===== src/rtl/iterative_divider.sv =====
// Restoring shift-subtract divider, one quotient bit per cycle.
// Signed and unsigned modes; valid/ready on both sides.
module iterative_divider #(
  parameter int WIDTH = 64
) (
  input  logic             clk,
  input  logic             reset_n,
  input  logic             in_valid,
  output logic             in_ready,
  input  logic [WIDTH-1:0] dividend,
  input  logic [WIDTH-1:0] divisor,
  input  logic             is_signed,
  output logic             out_valid,
  input  logic             out_ready,
  output logic [WIDTH-1:0] quotient,
  output logic [WIDTH-1:0] remainder,
  output logic             div_by_zero
);

  localparam int CW = $clog2(WIDTH) + 1;

  typedef enum logic [1:0] {
    IDLE,
    CALC,
    FIXUP,
    DONE
  } state_e;

  state_e           state_q, state_d;
  logic [CW-1:0]    cnt_q, cnt_d;
  logic [WIDTH-1:0] num_q, num_d;
  logic [WIDTH-1:0] den_q, den_d;
  logic [WIDTH-1:0] rem_q, rem_d;
  logic             neg_q_q, neg_q_d;
  logic             neg_r_q, neg_r_d;
  logic [WIDTH-1:0] quo_out_q, quo_out_d;
  logic [WIDTH-1:0] rem_out_q, rem_out_d;
  logic             dbz_q, dbz_d;

  logic [WIDTH:0]   rem_sh;
  logic [WIDTH+1:0] sub;
  logic             ge;
  logic             unused_sub_bit;

  function automatic logic [WIDTH-1:0] mag(
    input logic [WIDTH-1:0] x,
    input logic             sgn
  );
    return (sgn & x[WIDTH-1]) ? (~x + 1'b1) : x;
  endfunction

  // Trial subtract: remainder keeps the shifted-out bit so large
  // divisors compare correctly; subtract is add of ~den plus one.
  always_comb begin
    rem_sh = {rem_q, num_q[WIDTH-1]};
    sub    = {1'b0, rem_sh}
           + {1'b0, ~{1'b0, den_q}}
           + {{(WIDTH+1){1'b0}}, 1'b1};
    ge     = sub[WIDTH+1];
  end

  assign unused_sub_bit = sub[WIDTH];

  // Next-state and datapath updates.
  always_comb begin
    state_d   = state_q;
    cnt_d     = cnt_q;
    num_d     = num_q;
    den_d     = den_q;
    rem_d     = rem_q;
    neg_q_d   = neg_q_q;
    neg_r_d   = neg_r_q;
    quo_out_d = quo_out_q;
    rem_out_d = rem_out_q;
    dbz_d     = dbz_q;
    unique case (state_q)
      IDLE: begin
        if (in_valid) begin
          neg_q_d = is_signed
                  & (dividend[WIDTH-1] ^ divisor[WIDTH-1]);
          neg_r_d = is_signed & dividend[WIDTH-1];
          num_d   = mag(dividend, is_signed);
          den_d   = mag(divisor, is_signed);
          rem_d   = '0;
          cnt_d   = '0;
          if (divisor == '0) begin
            state_d   = DONE;
            quo_out_d = '0;
            rem_out_d = dividend;
            dbz_d     = 1'b1;
          end else begin
            state_d = CALC;
          end
        end
      end
      CALC: begin
        rem_d = ge ? sub[WIDTH-1:0] : rem_sh[WIDTH-1:0];
        num_d = {num_q[WIDTH-2:0], ge};
        cnt_d = cnt_q + 1'b1;
        if (cnt_q == CW'(WIDTH - 1)) begin
          state_d = FIXUP;
        end
      end
      FIXUP: begin
        quo_out_d = neg_q_q ? (~num_q + 1'b1) : num_q;
        rem_out_d = neg_r_q ? (~rem_q + 1'b1) : rem_q;
        dbz_d     = 1'b0;
        state_d   = DONE;
      end
      DONE: begin
        if (out_ready) begin
          state_d = IDLE;
          dbz_d   = 1'b0;
        end
      end
      default: state_d = IDLE;
    endcase
  end

  // State and datapath registers, synchronous active-low reset.
  always_ff @(posedge clk) begin
    if (!reset_n) begin
      state_q   <= IDLE;
      cnt_q     <= '0;
      num_q     <= '0;
      den_q     <= '0;
      rem_q     <= '0;
      neg_q_q   <= 1'b0;
      neg_r_q   <= 1'b0;
      quo_out_q <= '0;
      rem_out_q <= '0;
      dbz_q     <= 1'b0;
    end else begin
      state_q   <= state_d;
      cnt_q     <= cnt_d;
      num_q     <= num_d;
      den_q     <= den_d;
      rem_q     <= rem_d;
      neg_q_q   <= neg_q_d;
      neg_r_q   <= neg_r_d;
      quo_out_q <= quo_out_d;
      rem_out_q <= rem_out_d;
      dbz_q     <= dbz_d;
    end
  end

  assign in_ready    = (state_q == IDLE);
  assign out_valid   = (state_q == DONE);
  assign quotient    = quo_out_q;
  assign remainder   = rem_out_q;
  assign div_by_zero = dbz_q;

endmodule


===== config.mk =====
export PLATFORM = sky130hd
export DESIGN_NAME = iterative_divider
export DESIGN_NICKNAME = d
export VERILOG_FILES = /design/src/rtl/iterative_divider.sv
export SDC_FILE = /design/constraint.sdc
export NUM_CORES = 1
export LEC_CHECK = 0
export BUFFER_PORTS_ARGS = -buffer_cell sky130_fd_sc_hd__buf_2
export CAP_MARGIN = 15
export CORE_UTILIZATION = 50
export DETAILED_ROUTE_END_ITERATION = 16
export PLACE_DENSITY = 0.79
export SLEW_MARGIN = 20
export SYNTH_ARGS = -nofsm -noshare
export SYNTH_HDL_FRONTEND = slang
export SYNTH_SLANG_ARGS = --single-unit

===== constraint.sdc =====
create_clock -name clk -period 12.07 [get_ports clk]
set_clock_uncertainty 0.15 [all_clocks]
set_input_delay 1.207 -clock clk [delete_from_list [all_inputs] [get_ports clk]]
set_output_delay 1.207 -clock clk [all_outputs]
set_load 0.03 [all_outputs]

==> run summary <==
status: complete, no violations
P&R area growth vs syn: 12.3%
Slew headroom: 26.2%
IO Port Bufs: 263
final WL: 72.9 mm
area leader, netlist: dfxtp_1
DR pass1 iterations: 6
most frequent cell after synthesis: nand2_1
vias in the first global route: 20592
RSZ-0062 raised after global routing: no
first-pass GRT wire length: 113 mm
initial antenna violation count: 5
peak fanout along the critical path: 88
post_cts resized: 0
Ports: 264
vias per cell: 6.00
arrival time at the worst endpoint: 6.05 ns
Placer Congestion: 1.01
prevailing post-synth register cell: dfxtp_1
die width: 215 um
layout cell share with drive strength beyond 1: 11.9%
HP Class: flip-flop to flip-flop
pre-CTS setup slack: 5.90 ns
cell area after synthesis: 22600 um2
Netlist cell types: 71
clock sink total: 332
post-synthesis cell count: 3086
syn_nets: 3294
Avg Inst Size Synth: 7.34 um2
die height: 215 um
clock tree buffer depth: 3
remaining antenna violation count: 0
max-cap check violation count: 0
vias post-DR: 22963
Reg clk slew, reported paths: 0.06 ns
Final Cycle Share: 47.2%
register bit total from synthesis: 332
Max Freq: 175 MHz
Cell Pwr Density: 185 nW/um2
CP Capture Type: flip-flop
Post-DP HPWL: 54.6 mm
top cell type's share of synthesized area: 29.3%
Synth top cells by count: 506 x nand2_1, 332 x dfxtp_1, 282 x a21oi_1, 243 x o21ai_0, 226 x nor2_1
Setup Viol. Count Final: 0
largest net degree at the start of global routing: 103
Worst VDD drop: 0.102 mV
critical path class: primary input to flip-flop
Setup TNS Final: 0 ns
sequential share of the synthesized area: 29.3%
Total Nets Final: 3410
Critical Path RT: 12.42 ns
Tmin final: 5.70 ns
final hold violations: 0
DR iter-0 viols: 2118
Worst Hold Slack: 0.298 ns
TritonCTS clock tree: built
H-tree Lvls: 2
hold_buf cts: 0
Fill cells: 4182
wire length per cell: 19.0 um
core footprint: 44400 um2
Total GRT Usage: 30.5%
post-route setup slack: 6.37 ns
Synth area leaders: dfxtp_1 29%, nand2_1 8.4%, a21oi_1 6.2%, xnor2_1 6.2%, o21ai_0 5.4%
Starting Density: 51.0%
worst slew pin tran: 1.11 ns
Yosys Warn Count: 0
CTS Buf Count: 37
Lkg Pwr: 10.1 nW
drt drc: 0
total gr overflow: 0
ys async rst share: 0%
crit start category: primary input
post-CTS setup-driven buffer insertion count: 0
pins over their slew limit: 0
num rows: 77
worst skew pair latency: 0.57 ns
CTS Root Cell: clkbuf_16
Post-synth EDFFs: 0
die area: 46100 um2
final timing paths:
check               start  slack (ns)  depth (start not counted)             to
max           divisor[13]        6.37                         12  remainder[27]
min reg2reg  quotient[34]        0.30                          2   quotient[34]
min          quotient[34]        0.30                          2   quotient[34]
max reg2reg     num_q[63]        7.48                         13      rem_q[61]
final cells by class:
| type | count | area [um2] | area share [%] |
|---|---|---|---|
| well taps | 592 | 741 | 2.91 |
| flip-flops and latches | 332 | 6650 | 26.1 |
| clock buffers | 50 | 1050 | 4.15 |
| diodes | 5 | 12.5 | 0.0492 |
| multi-input cells | 2443 | 14900 | 58.6 |
| repair buffers | 285 | 1480 | 5.82 |
| inverters | 103 | 392 | 1.54 |
| clock inverters | 18 | 203 | 0.797 |
worst max-delay path: stages:
cell,delay (ns)
buf_2,0.12
or4_1,0.59
or3_1,0.37
nor4_1,0.59
nand4_1,0.26
or4_1,0.61
or3_1,0.46
o22ai_4,0.11
buf_4,0.46
buf_4,0.76
o211ai_1,0.22
a21oi_1,0.18
layer usage:
layer	routed length (um)	vias up	GRT usage, %	share of wire [%]
li1	-	11208	-	-
met1	30800	10560	40.7	42
met2	32000	1004	47.3	44
met3	5740	189	3.77	7.9
met4	4340	2	17.6	6.0
met5	13	-	0	0.018
power breakdown:
part / switching (W) / internal [W]
Clock: 0.000495 / 0.000686
Sequential: 0.000258 / 0.00129
Combinational: 0.00133 / 0.000664
Total: 0.00208 / 0.00264
cells by family (layout without fill, tap and decap cells):
family                     after synthesis  after routing  synth area share [%]
buffers and inverters                  311            456                  5.27
xor gates and xnor gates               295            295                  11.4
and+or+nand+nor                       1106           1106                  22.1
muxes                                   69             69                  3.06
AOI/OAI and AO/OA                      898            898                  24.6
adders and majority gates               75             75                  4.18
DFF                                    332            332                  29.3
other                                    0              5                     0
through the flow:
step	power (W)	std cells	cell area (um2)	utilization [%]
after CTS	0.00469	3823	25400	57.2
after global placement	0.00349	3755	24200	54.4
after detailed placement	0.00351	3755	24200	54.4
after floorplan	0.00296	3086	22600	-
after global routing	0.00499	3824	25400	57.2
final	0.00472	3828	25400	57.3
state kept, by name, indices dropped and copies added, names as in the netlist, 2 cells and up:
| register | cells |
|---|---|
| remainder | 64 |
| quotient | 64 |
| num_q | 64 |
| cnt_q | 7 |
| rem_q | 64 |
| den_q | 64 |
| state_q | 2 |
placed cells by master (no fill, tap or decap), drive strengths merged, types with 36 or more instances in the layout:
cell / count
o211ai: 68
o21ai: 249
a21oi: 282
inv: 108
a211oi: 70
nor2: 226
buf: 285
nor3: 50
nand3: 89
xnor2: 160
nor4: 36
nand2: 506
mux2i: 68
dfxtp: 332
ha: 74
or3: 55
xor2: 135
o31ai: 59
clkbuf: 50
(Power assumes the default switching activity.)
